[config.mk]
export PLATFORM = sky130hd
export DESIGN_NAME = wta_epoch_controller
export DESIGN_NICKNAME = d
export VERILOG_FILES = /design/src/rtl/wta_ctrl_pkg.sv /design/src/rtl/period_timer.sv /design/src/rtl/wta_epoch_controller.sv
export SDC_FILE = /design/constraint.sdc
export NUM_CORES = 1
export LEC_CHECK = 0
export ABC_CLOCK_PERIOD_IN_PS = 2300
export BUFFER_PORTS_ARGS = -buffer_cell sky130_fd_sc_hd__buf_2
export CAP_MARGIN = 15
export CORE_UTILIZATION = 52
export DETAILED_ROUTE_END_ITERATION = 16
export GPL_TIMING_DRIVEN = 0
export PLACE_DENSITY = 0.78
export SETUP_SLACK_MARGIN = 0.3
export SYNTH_ARGS = -nofsm -noshare
export SYNTH_HDL_FRONTEND = slang
export SYNTH_SLANG_ARGS = --single-unit
[constraint.sdc]
create_clock -name clk -period 2.3 [get_ports clk]
set_clock_uncertainty 0.1 [all_clocks]
set_input_delay 0.46 -clock clk [delete_from_list [all_inputs] [get_ports clk]]
set_output_delay 0.46 -clock clk [all_outputs]
set_load 0.01 [all_outputs]
[src/rtl/wta_ctrl_pkg.sv]
// Shared types for the WTA epoch controller: FSM state encoding, the
// per-period result record and the default column geometry.
package wta_ctrl_pkg;

  // Default column geometry; the controller's parameters default to these.
  localparam int unsigned NEURONS_PER_COLUMN = 16;
  localparam int unsigned GAMMA_CYCLES_DEF   = 8;
  localparam int unsigned RES_ID_W           = $clog2(NEURONS_PER_COLUMN);
  localparam int unsigned RES_TIME_W         = $clog2(GAMMA_CYCLES_DEF);

  typedef enum logic [1:0] {
    IDLE   = 2'd0,
    RUN    = 2'd1,
    REPORT = 2'd2
  } wta_state_e;

  // One period's outcome as handed downstream. "time" is a reserved word,
  // so the spike-time field is called spike_time.
  typedef struct packed {
    logic                  none;
    logic [RES_ID_W-1:0]   winner;
    logic [RES_TIME_W-1:0] spike_time;
  } wta_result_t;

endpackage

[src/rtl/period_timer.sv]
// Loadable modulo-GAMMA_CYCLES up-counter that produces the timestep index
// of a gamma period and flags its final timestep.
module period_timer #(
  parameter int unsigned GAMMA_CYCLES = 8,
  parameter int unsigned TIME_W       = $clog2(GAMMA_CYCLES)
) (
  input  logic              clk,
  input  logic              rst_n,
  input  logic              load,
  input  logic              en,
  output logic [TIME_W-1:0] count,
  output logic              last
);

  localparam logic [TIME_W-1:0] LAST_CNT = TIME_W'(GAMMA_CYCLES - 1);

  logic [TIME_W-1:0] count_q, count_d;

  // Next count: load wins over enable; wrap after the last timestep.
  always_comb begin
    // NOTE: the default assignment first means every path drives count_d,
    // so no latch can be inferred.
    count_d = count_q;
    if (load) begin
      count_d = '0;
    end else if (en) begin
      count_d = (count_q == LAST_CNT) ? '0 : count_q + TIME_W'(1);
    end
  end

  // Count register.
  always_ff @(posedge clk or negedge rst_n) begin
    // NOTE: sequential state uses non-blocking assignment so every register
    // samples the pre-edge values regardless of block ordering.
    if (!rst_n) begin
      count_q <= '0;
    end else begin
      count_q <= count_d;
    end
  end

  assign count = count_q;
  assign last  = (count_q == LAST_CNT);

endmodule

[src/rtl/wta_epoch_controller.sv]
// Sequences the WTA lateral-inhibition stage over gamma periods, captures
// the first winner of each period and hands one result per period
// downstream over a valid/ready handshake.
module wta_epoch_controller
  import wta_ctrl_pkg::*;
#(
  parameter  int unsigned NEURONS      = NEURONS_PER_COLUMN,
  parameter  int unsigned GAMMA_CYCLES = GAMMA_CYCLES_DEF,
  parameter  int unsigned TIME_W       = $clog2(GAMMA_CYCLES),
  parameter  int unsigned EPOCH_W      = 16,
  localparam int unsigned ID_W         = $clog2(NEURONS)
) (
  input  logic               clk,
  input  logic               rst_n,
  input  logic               start,
  input  logic               run,
  input  logic               abort,
  input  logic [ID_W-1:0]    winner,
  input  logic               no_winner,
  output logic               clear,
  output logic               active,
  output logic [TIME_W-1:0]  timestep,
  output logic               res_valid,
  input  logic               res_ready,
  output logic [ID_W-1:0]    res_winner,
  output logic [TIME_W-1:0]  res_time,
  output logic               res_none,
  output logic [EPOCH_W-1:0] epochs
);

  localparam logic [TIME_W-1:0] LAST_T = TIME_W'(GAMMA_CYCLES - 1);

  wta_state_e         state_q, state_d;
  logic [TIME_W-1:0]  count;
  logic               last;
  logic               in_run, in_report, handshake, period_done;

  logic               cap_flag_q, cap_flag_d;
  logic [ID_W-1:0]    cap_winner_q, cap_winner_d;
  logic [TIME_W-1:0]  cap_time_q, cap_time_d;

  wta_result_t        res_q, res_d;
  logic [EPOCH_W-1:0] epochs_q, epochs_d;

  assign in_run      = (state_q == RUN);
  assign in_report   = (state_q == REPORT);
  // abort beats res_ready, so an aborted report never counts as accepted.
  assign handshake   = in_report && res_ready && !abort;
  assign period_done = in_run && last && !abort;

  // The timer free-runs only in RUN and is parked at 0 everywhere else, so
  // every entry into RUN starts at timestep 0.
  period_timer #(
    .GAMMA_CYCLES (GAMMA_CYCLES),
    .TIME_W       (TIME_W)
  ) u_timer (
    .clk   (clk),
    .rst_n (rst_n),
    .load  (!in_run),
    .en    (in_run),
    .count (count),
    .last  (last)
  );

  // Next-state logic: abort returns to IDLE from RUN or REPORT; run is
  // looked at only when the result is accepted.
  always_comb begin
    state_d = state_q;
    unique case (state_q)
      IDLE:    if (start) state_d = RUN;
      RUN: begin
        if (abort)     state_d = IDLE;
        else if (last) state_d = REPORT;
      end
      REPORT: begin
        if (abort)          state_d = IDLE;
        else if (res_ready) state_d = run ? RUN : IDLE;
      end
      default: state_d = IDLE;
    endcase
  end

  // First-spike capture within RUN; the flag is held clear outside RUN so
  // each period starts with nothing captured.
  always_comb begin
    cap_flag_d   = cap_flag_q;
    cap_winner_d = cap_winner_q;
    cap_time_d   = cap_time_q;
    if (in_run) begin
      if (!cap_flag_q && !no_winner) begin
        cap_flag_d   = 1'b1;
        cap_winner_d = winner;
        cap_time_d   = count;
      end
    end else begin
      cap_flag_d = 1'b0;
    end
  end

  // Result record loads only on the final RUN timestep. It uses the
  // next-state capture so a spike on that very timestep is not lost.
  always_comb begin
    res_d = res_q;
    if (period_done) begin
      res_d.none       = !cap_flag_d;
      res_d.winner     = cap_flag_d ? cap_winner_d : '0;
      res_d.spike_time = cap_flag_d ? cap_time_d : LAST_T;
    end
  end

  // Accepted-result counter, wrapping naturally at 2^EPOCH_W.
  always_comb begin
    epochs_d = epochs_q + EPOCH_W'(handshake);
  end

  // State, capture, result and epoch registers.
  always_ff @(posedge clk or negedge rst_n) begin
    if (!rst_n) begin
      state_q      <= IDLE;
      cap_flag_q   <= 1'b0;
      cap_winner_q <= '0;
      cap_time_q   <= '0;
      res_q        <= '0;
      epochs_q     <= '0;
    end else begin
      state_q      <= state_d;
      cap_flag_q   <= cap_flag_d;
      cap_winner_q <= cap_winner_d;
      cap_time_q   <= cap_time_d;
      res_q        <= res_d;
      epochs_q     <= epochs_d;
    end
  end

  assign active     = in_run;
  assign clear      = in_run && (count == '0);
  assign timestep   = in_run ? count : '0;
  assign res_valid  = in_report;
  assign res_none   = res_q.none;
  assign res_winner = res_q.winner;
  assign res_time   = res_q.spike_time;
  assign epochs     = epochs_q;

endmodule

=== After elaboration in Yosys (flattened, before gate mapping) ===
Cells that the tools add are included.

* Register bits: 37
* Input port bits: 11
* Output and inout port bits: 30
* Logic and storage cells: 48

* Add/subtract/negate cells: 2
* Equal/unequal tests: 6
* Muxes and demuxes: 18
* Reduce and logical (&&, ||, !) cells: 13

{| class="wikitable"
|+ Operators by type and width
! kind !! number
|-
| 3-bit two-way mux || 6
|-
| 16-bit by 1-bit adder with 16-bit output || 1
|-
| 4-bit two-way mux || 3
|-
| 2-bit two-way mux || 5
|-
| 1-bit logical AND || 6
|-
| 3-bit != test (second input constant) || 2
|-
| 2-bit case mux with 3 select lines || 1
|-
| 1-bit zero test || 4
|-
| 3-bit by 1-bit adder with 3-bit output (second input constant) || 1
|-
| 3-bit == test (second input constant) || 1
|-
| 3-bit zero test || 1
|-
| 1-bit two-way mux || 3
|-
| 3-bit AND reduction || 1
|-
| 2-bit by 1-bit == test with 1-bit output (second input constant) || 1
|-
| 2-bit == test (second input constant) || 1
|-
| 2-bit zero test || 1
|-
| 2-bit != test (second input constant) || 1
|}

=== Longest topological paths before layout ===
* Depth after elaboration: 5
* Gate-level depth with buffers: 6
* Depth with buffers taken out: 6

=== Hierarchy ===
Synthesis repeated with hierarchy kept, for this count alone.

* Cells, all modules: 142
* Area, all modules: 1691.6 µm²

{| class="wikitable"
|+ By module, submodules not included
! module !! times used !! cells each !! area an instance (µm²) !! sequential area each (µm²)
|-
| wta_epoch_controller || 1 || 129 || 1535.2 || 850.8
|-
| period_timer || 1 || 13 || 156.4 || 75.1
|}

=== Worst setup path after synthesis ===
No wires, ideal clock.

* Kind: input to register
* From: input abort
* To: register epochs_q[14], in the netlist epochs[14]
* Library setup time: 0.079 ns
* Arrival: 1.901 ns
* Data required time: 2.121 ns
* Setup slack: 0.220 ns
* Stages: 6
* Path buffers: 0
* Path through: nor4bb_1 ha_1 ha_1 nand3_1 nor4_1 xor2_1

* Longest elaborated chain between the ends: 3

{| class="wikitable"
|+ RTL lines
! element !! RTL line !! text
|-
| from (decl) || wta_epoch_controller.sv:17 || <nowiki>input logic abort,</nowiki>
|-
| 1-bit zero test || wta_epoch_controller.sv:48 || <nowiki>assign handshake = in_report && res_ready && !abort;</nowiki>
|-
| 1-bit logical AND || wta_epoch_controller.sv:48 ||
|-
| 16-bit by 1-bit adder with 16-bit output || wta_epoch_controller.sv:113 || <nowiki>epochs_d = epochs_q + EPOCH_W'(handshake);</nowiki>
|-
| via epochs_d[14] || wta_epoch_controller.sv:43 || <nowiki>logic [EPOCH_W-1:0] epochs_q, epochs_d;</nowiki>
|-
| to (signal assigned) || wta_epoch_controller.sv:131 || <nowiki>epochs_q <= epochs_d;</nowiki>
|-
| to (decl) || wta_epoch_controller.sv:43 ||
|}

The timed path passes the listed nets, and every way through them passes these cells.
A chain may end at the register's enable or synchronous reset.

=== Worst setup path after layout ===
* From: register state_q[0]
* To: register epochs_q[14], in the netlist epochs[14]

* Longest elaborated chain between the ends: 4

{| class="wikitable"
|+ RTL lines
! element !! RTL line !! text
|-
| from (decl) || wta_epoch_controller.sv:33 || <nowiki>wta_state_e state_q, state_d;</nowiki>
|-
| from (signal assigned) || wta_epoch_controller.sv:126 || <nowiki>state_q <= state_d;</nowiki>
|-
| 2-bit == test || wta_epoch_controller.sv:46 || <nowiki>assign in_report = (state_q == REPORT);</nowiki>
|-
| 1-bit logical AND (2 in a row) || wta_epoch_controller.sv:48 ||
|-
| 16-bit by 1-bit adder with 16-bit output || wta_epoch_controller.sv:113 ||
|-
| via epochs_d[14] || wta_epoch_controller.sv:43 ||
|}

The timed path passes the listed nets, and every way through them passes these cells.

==> impl_metrics.env <==
export IMPL_synthSimpleGateAreaFrac_pct=15.4
export IMPL_dieHeight_um=58.1
export IMPL_diodes=0
export IMPL_synth_edf_count=0
export IMPL_wl_per_cell_um=13.4
export IMPL_clkSlewWorstSetupHoldPaths_ns=0.10
export IMPL_routed_via_density=5.05
export IMPL_die_area_um2=3380
export IMPL_muxShareOfSynthArea_pct=7.49
export IMPL_crit_fanout=6
export IMPL_crit_type="reg2reg"
export IMPL_hold_buffers=0
export IMPL_core_region_area_um2=3030
export IMPL_cts_tree="done"
export IMPL_num_nets_final=211
export IMPL_ys_flop_type="dfrtp_1"
export IMPL_start_util_pct=54.1
export IMPL_worst_slack_ns=0.331
export IMPL_setup_viol=0
export IMPL_syn_to_final_growth_pct=28.8
export IMPL_crit_path_max_incr_delay_ns=0.44
export IMPL_fin_area_um2=2110
export IMPL_fin_crit_ns=1.97
export IMPL_ys_seq_area_share_pct=56.5
export IMPL_powerDensity_nw_per_um2=722
export IMPL_cp_start_kind="register"
export IMPL_syn_avg_cell_area_um2=11.5
export IMPL_grt_max_degree=38
export IMPL_status="completed"
export IMPL_path_cells="nor4bb_4, ha_2, ha_2, nand3_4, nor4_4, xor2_1"
export IMPL_num_vias=1206
export IMPL_gp_congestion=0.717
export IMPL_syn_instance_count=142
export IMPL_dr_pass1_iters=4
export IMPL_detail_route_antenna_nets=0
export IMPL_synth_xor_area_share_pct=7.49
export IMPL_rows=20
export IMPL_layout_drive_gt1_share_pct=39.0
export IMPL_die_w_um=58.1
export IMPL_post_synth_num_cell_types=26
export IMPL_r2r_cells=6
export IMPL_dp_hpwl_mm=2.15
export IMPL_yosys_top_cells_count="dfrtp_1 (37), nor2_1 (15), xor2_1 (10), inv_1 (9)"
export IMPL_fmax_mhz=508
export IMPL_drv_slew=0
export IMPL_yosysMostFrequentCell="dfrtp_1"
export IMPL_fin_cells=239
export IMPL_synth_fa_ha_area_share_pct=4.58
export IMPL_hold_slack_ns=0.107
export IMPL_multi_input_area_um2=732
export IMPL_r2r_start="state_q[0]"
export IMPL_async_flop_share_pct=100
export IMPL_grt_ovfl_total=0
export IMPL_yosys_top_cells_area="dfrtp_1 (57%), xor2_1 (5.3%), mux2_2 (4.8%)"
export IMPL_drtIter0Drc=23
export IMPL_reg2reg_to="epochs[14]"
export IMPL_worst_path_most_repeated_cell="ha_2"
export IMPL_cts_sinks=37
export IMPL_grt_pass1_wl_mm=5.22
export IMPL_h_tree_depth=2
export IMPL_power_total_mw=1.52
export IMPL_first_global_vias=1184
export IMPL_track_usage_pct=20.8
export IMPL_crit_buf_inv=0
export IMPL_drc=0
export IMPL_crit_arrival_ns=2.13
export IMPL_hold_violations=0
export IMPL_synth_top_family_by_area="simple AND/OR/NAND/NOR gates"
export IMPL_dpl_cell_count=226
export IMPL_fin_util_pct=69.7
export IMPL_cts_buffers_inserted=5
export IMPL_crit_family="simple AND/OR/NAND/NOR gates"
export IMPL_finalCritPeriodShare_pct=85.6
export IMPL_cp_end_kind="register"
export IMPL_crit_required_ns=2.46
export IMPL_drt_total_wl_mm=3.21
export IMPL_synth_area_um2=1640
export IMPL_cts_root_buf="clkbuf_4"
export IMPL_peakVddDrop_mv=0.457
export IMPL_syn_nets=159
export IMPL_final_seq_area_um2=927
export IMPL_worst_pin_slew_ns=0.811
export IMPL_io_pins=41
export IMPL_place_ws_ns=-0.0386
export IMPL_synth_seq_cells=37
export IMPL_portBuffers=40
export IMPL_slowest_stage="dfrtp_2"
export IMPL_clock_path_buffers=2
export IMPL_synth_compound_area_share_pct=5.58
export IMPL_finalSetupTns_ns=0
export IMPL_antenna_found_initial=0
export IMPL_total_leakage_power_nw=1.13
export IMPL_clock_latency_ns=0.33
export IMPL_hp_class="in2async"
export IMPL_drv_cap=0
export IMPL_relSlewSlack_pct=45.9
export IMPL_fillers=224
export IMPL_synth_top_cell_by_area="dfrtp_1"
export IMPL_regToRegSetupSlack_ns=0.33
export IMPL_dpl_cell_area_um2=1910
export IMPL_rsz0062_at_grt="true"
export IMPL_synth_top_area_share_pct=56.5
export IMPL_yosys_warnings=0
[how the worst max path moves through the flow]
| stage | end | depth (start not counted) | startpoint | slack (ns) |
|---|---|---|---|---|
| 4_1_cts | epochs[14] | 6 | state_q[0] | 0.28 |
| 2_1_floorplan | epochs[14] | 6 | abort | 0.32 |
| 6_report | epochs[14] | 6 | state_q[0] | 0.33 |
| 5_1_grt | epochs[14] | 6 | state_q[0] | 0.23 |
| 3_5_place_dp | epochs[14] | 7 | abort | -0.04 |
| 3_3_place_gp | epochs[14] | 7 | abort | 0.04 |
[flip-flops by register name, summed over array words and instances (netlist names)]
| register | count |
|---|---|
| res_winner | 4 |
| state_q | 2 |
| cap_flag_q | 1 |
| cap_winner_q | 4 |
| res_none | 1 |
| cap_time_q | 3 |
| epochs | 16 |
| res_time | 3 |
| u_timer.count | 3 |
[worst register-to-register path, cell delays in order (launching register included)]
cell      delay (ns)
dfrtp_2         0.44
nor4bb_4        0.36
ha_2            0.24
ha_2            0.21
nand3_4         0.12
nor4_4          0.24
xor2_1          0.18
[per-layer routing]
metal,part of all wire [%],up-vias,global-route usage [%]
met4,1.1,0,8.84
met2,51,29,33.3
met1,44,583,27.1
li1,-,590,-
met5,0,-,0
met3,3.9,4,4.91
[power by group]
part / switching, mW / total (mW) / internal (mW)
clock network: 0.206 / 0.543 / 0.337
registers: 0.0436 / 0.763 / 0.719
logic: 0.111 / 0.218 / 0.107
total: 0.361 / 1.52 / 1.16
[cell families after synthesis]
kind of cell,Yosys count
xor+xnor,14
mux,11
compound gates,15
simple gates,47
buf+inv,12
flops,37
fa+ha+maj,6
[repair_timing]
| item | CTS | global route |
|---|---|---|
| setup endpoints to repair | 9 | 7 |
| gates resized for setup | 4 | 10 |
| buffers inserted | 1 | 4 |
| pin swaps | 0 | 3 |
[layout make-up]
type | instances | share of cell area, %
Timing Repair Buffer | 45 | 11.3
Clock inverter | 3 | 3.08
Inverter | 9 | 1.60
Clock buffer | 5 | 1.78
Sequential cell | 37 | 44.0
Multi-Input combinational cell | 93 | 34.7
Tap cell | 44 | 2.61
Buffer | 3 | 1.01
[placed cells by master (no fill, tap or decap), types with 3 or more instances in the layout]
cell type	count
xor2_1	10
a21oi_1	5
and2_1	3
a22oi_1	5
nand2_1	7
nand4_1	5
buf_2	42
o21ai_0	4
nor2_1	15
ha_1	4
clkbuf_4	5
dfrtp_1	36
buf_4	5
mux2_2	7
inv_1	8
xnor2_1	4
mux2_1	3
No activity file was read; power rests on OpenSTA's default activity.
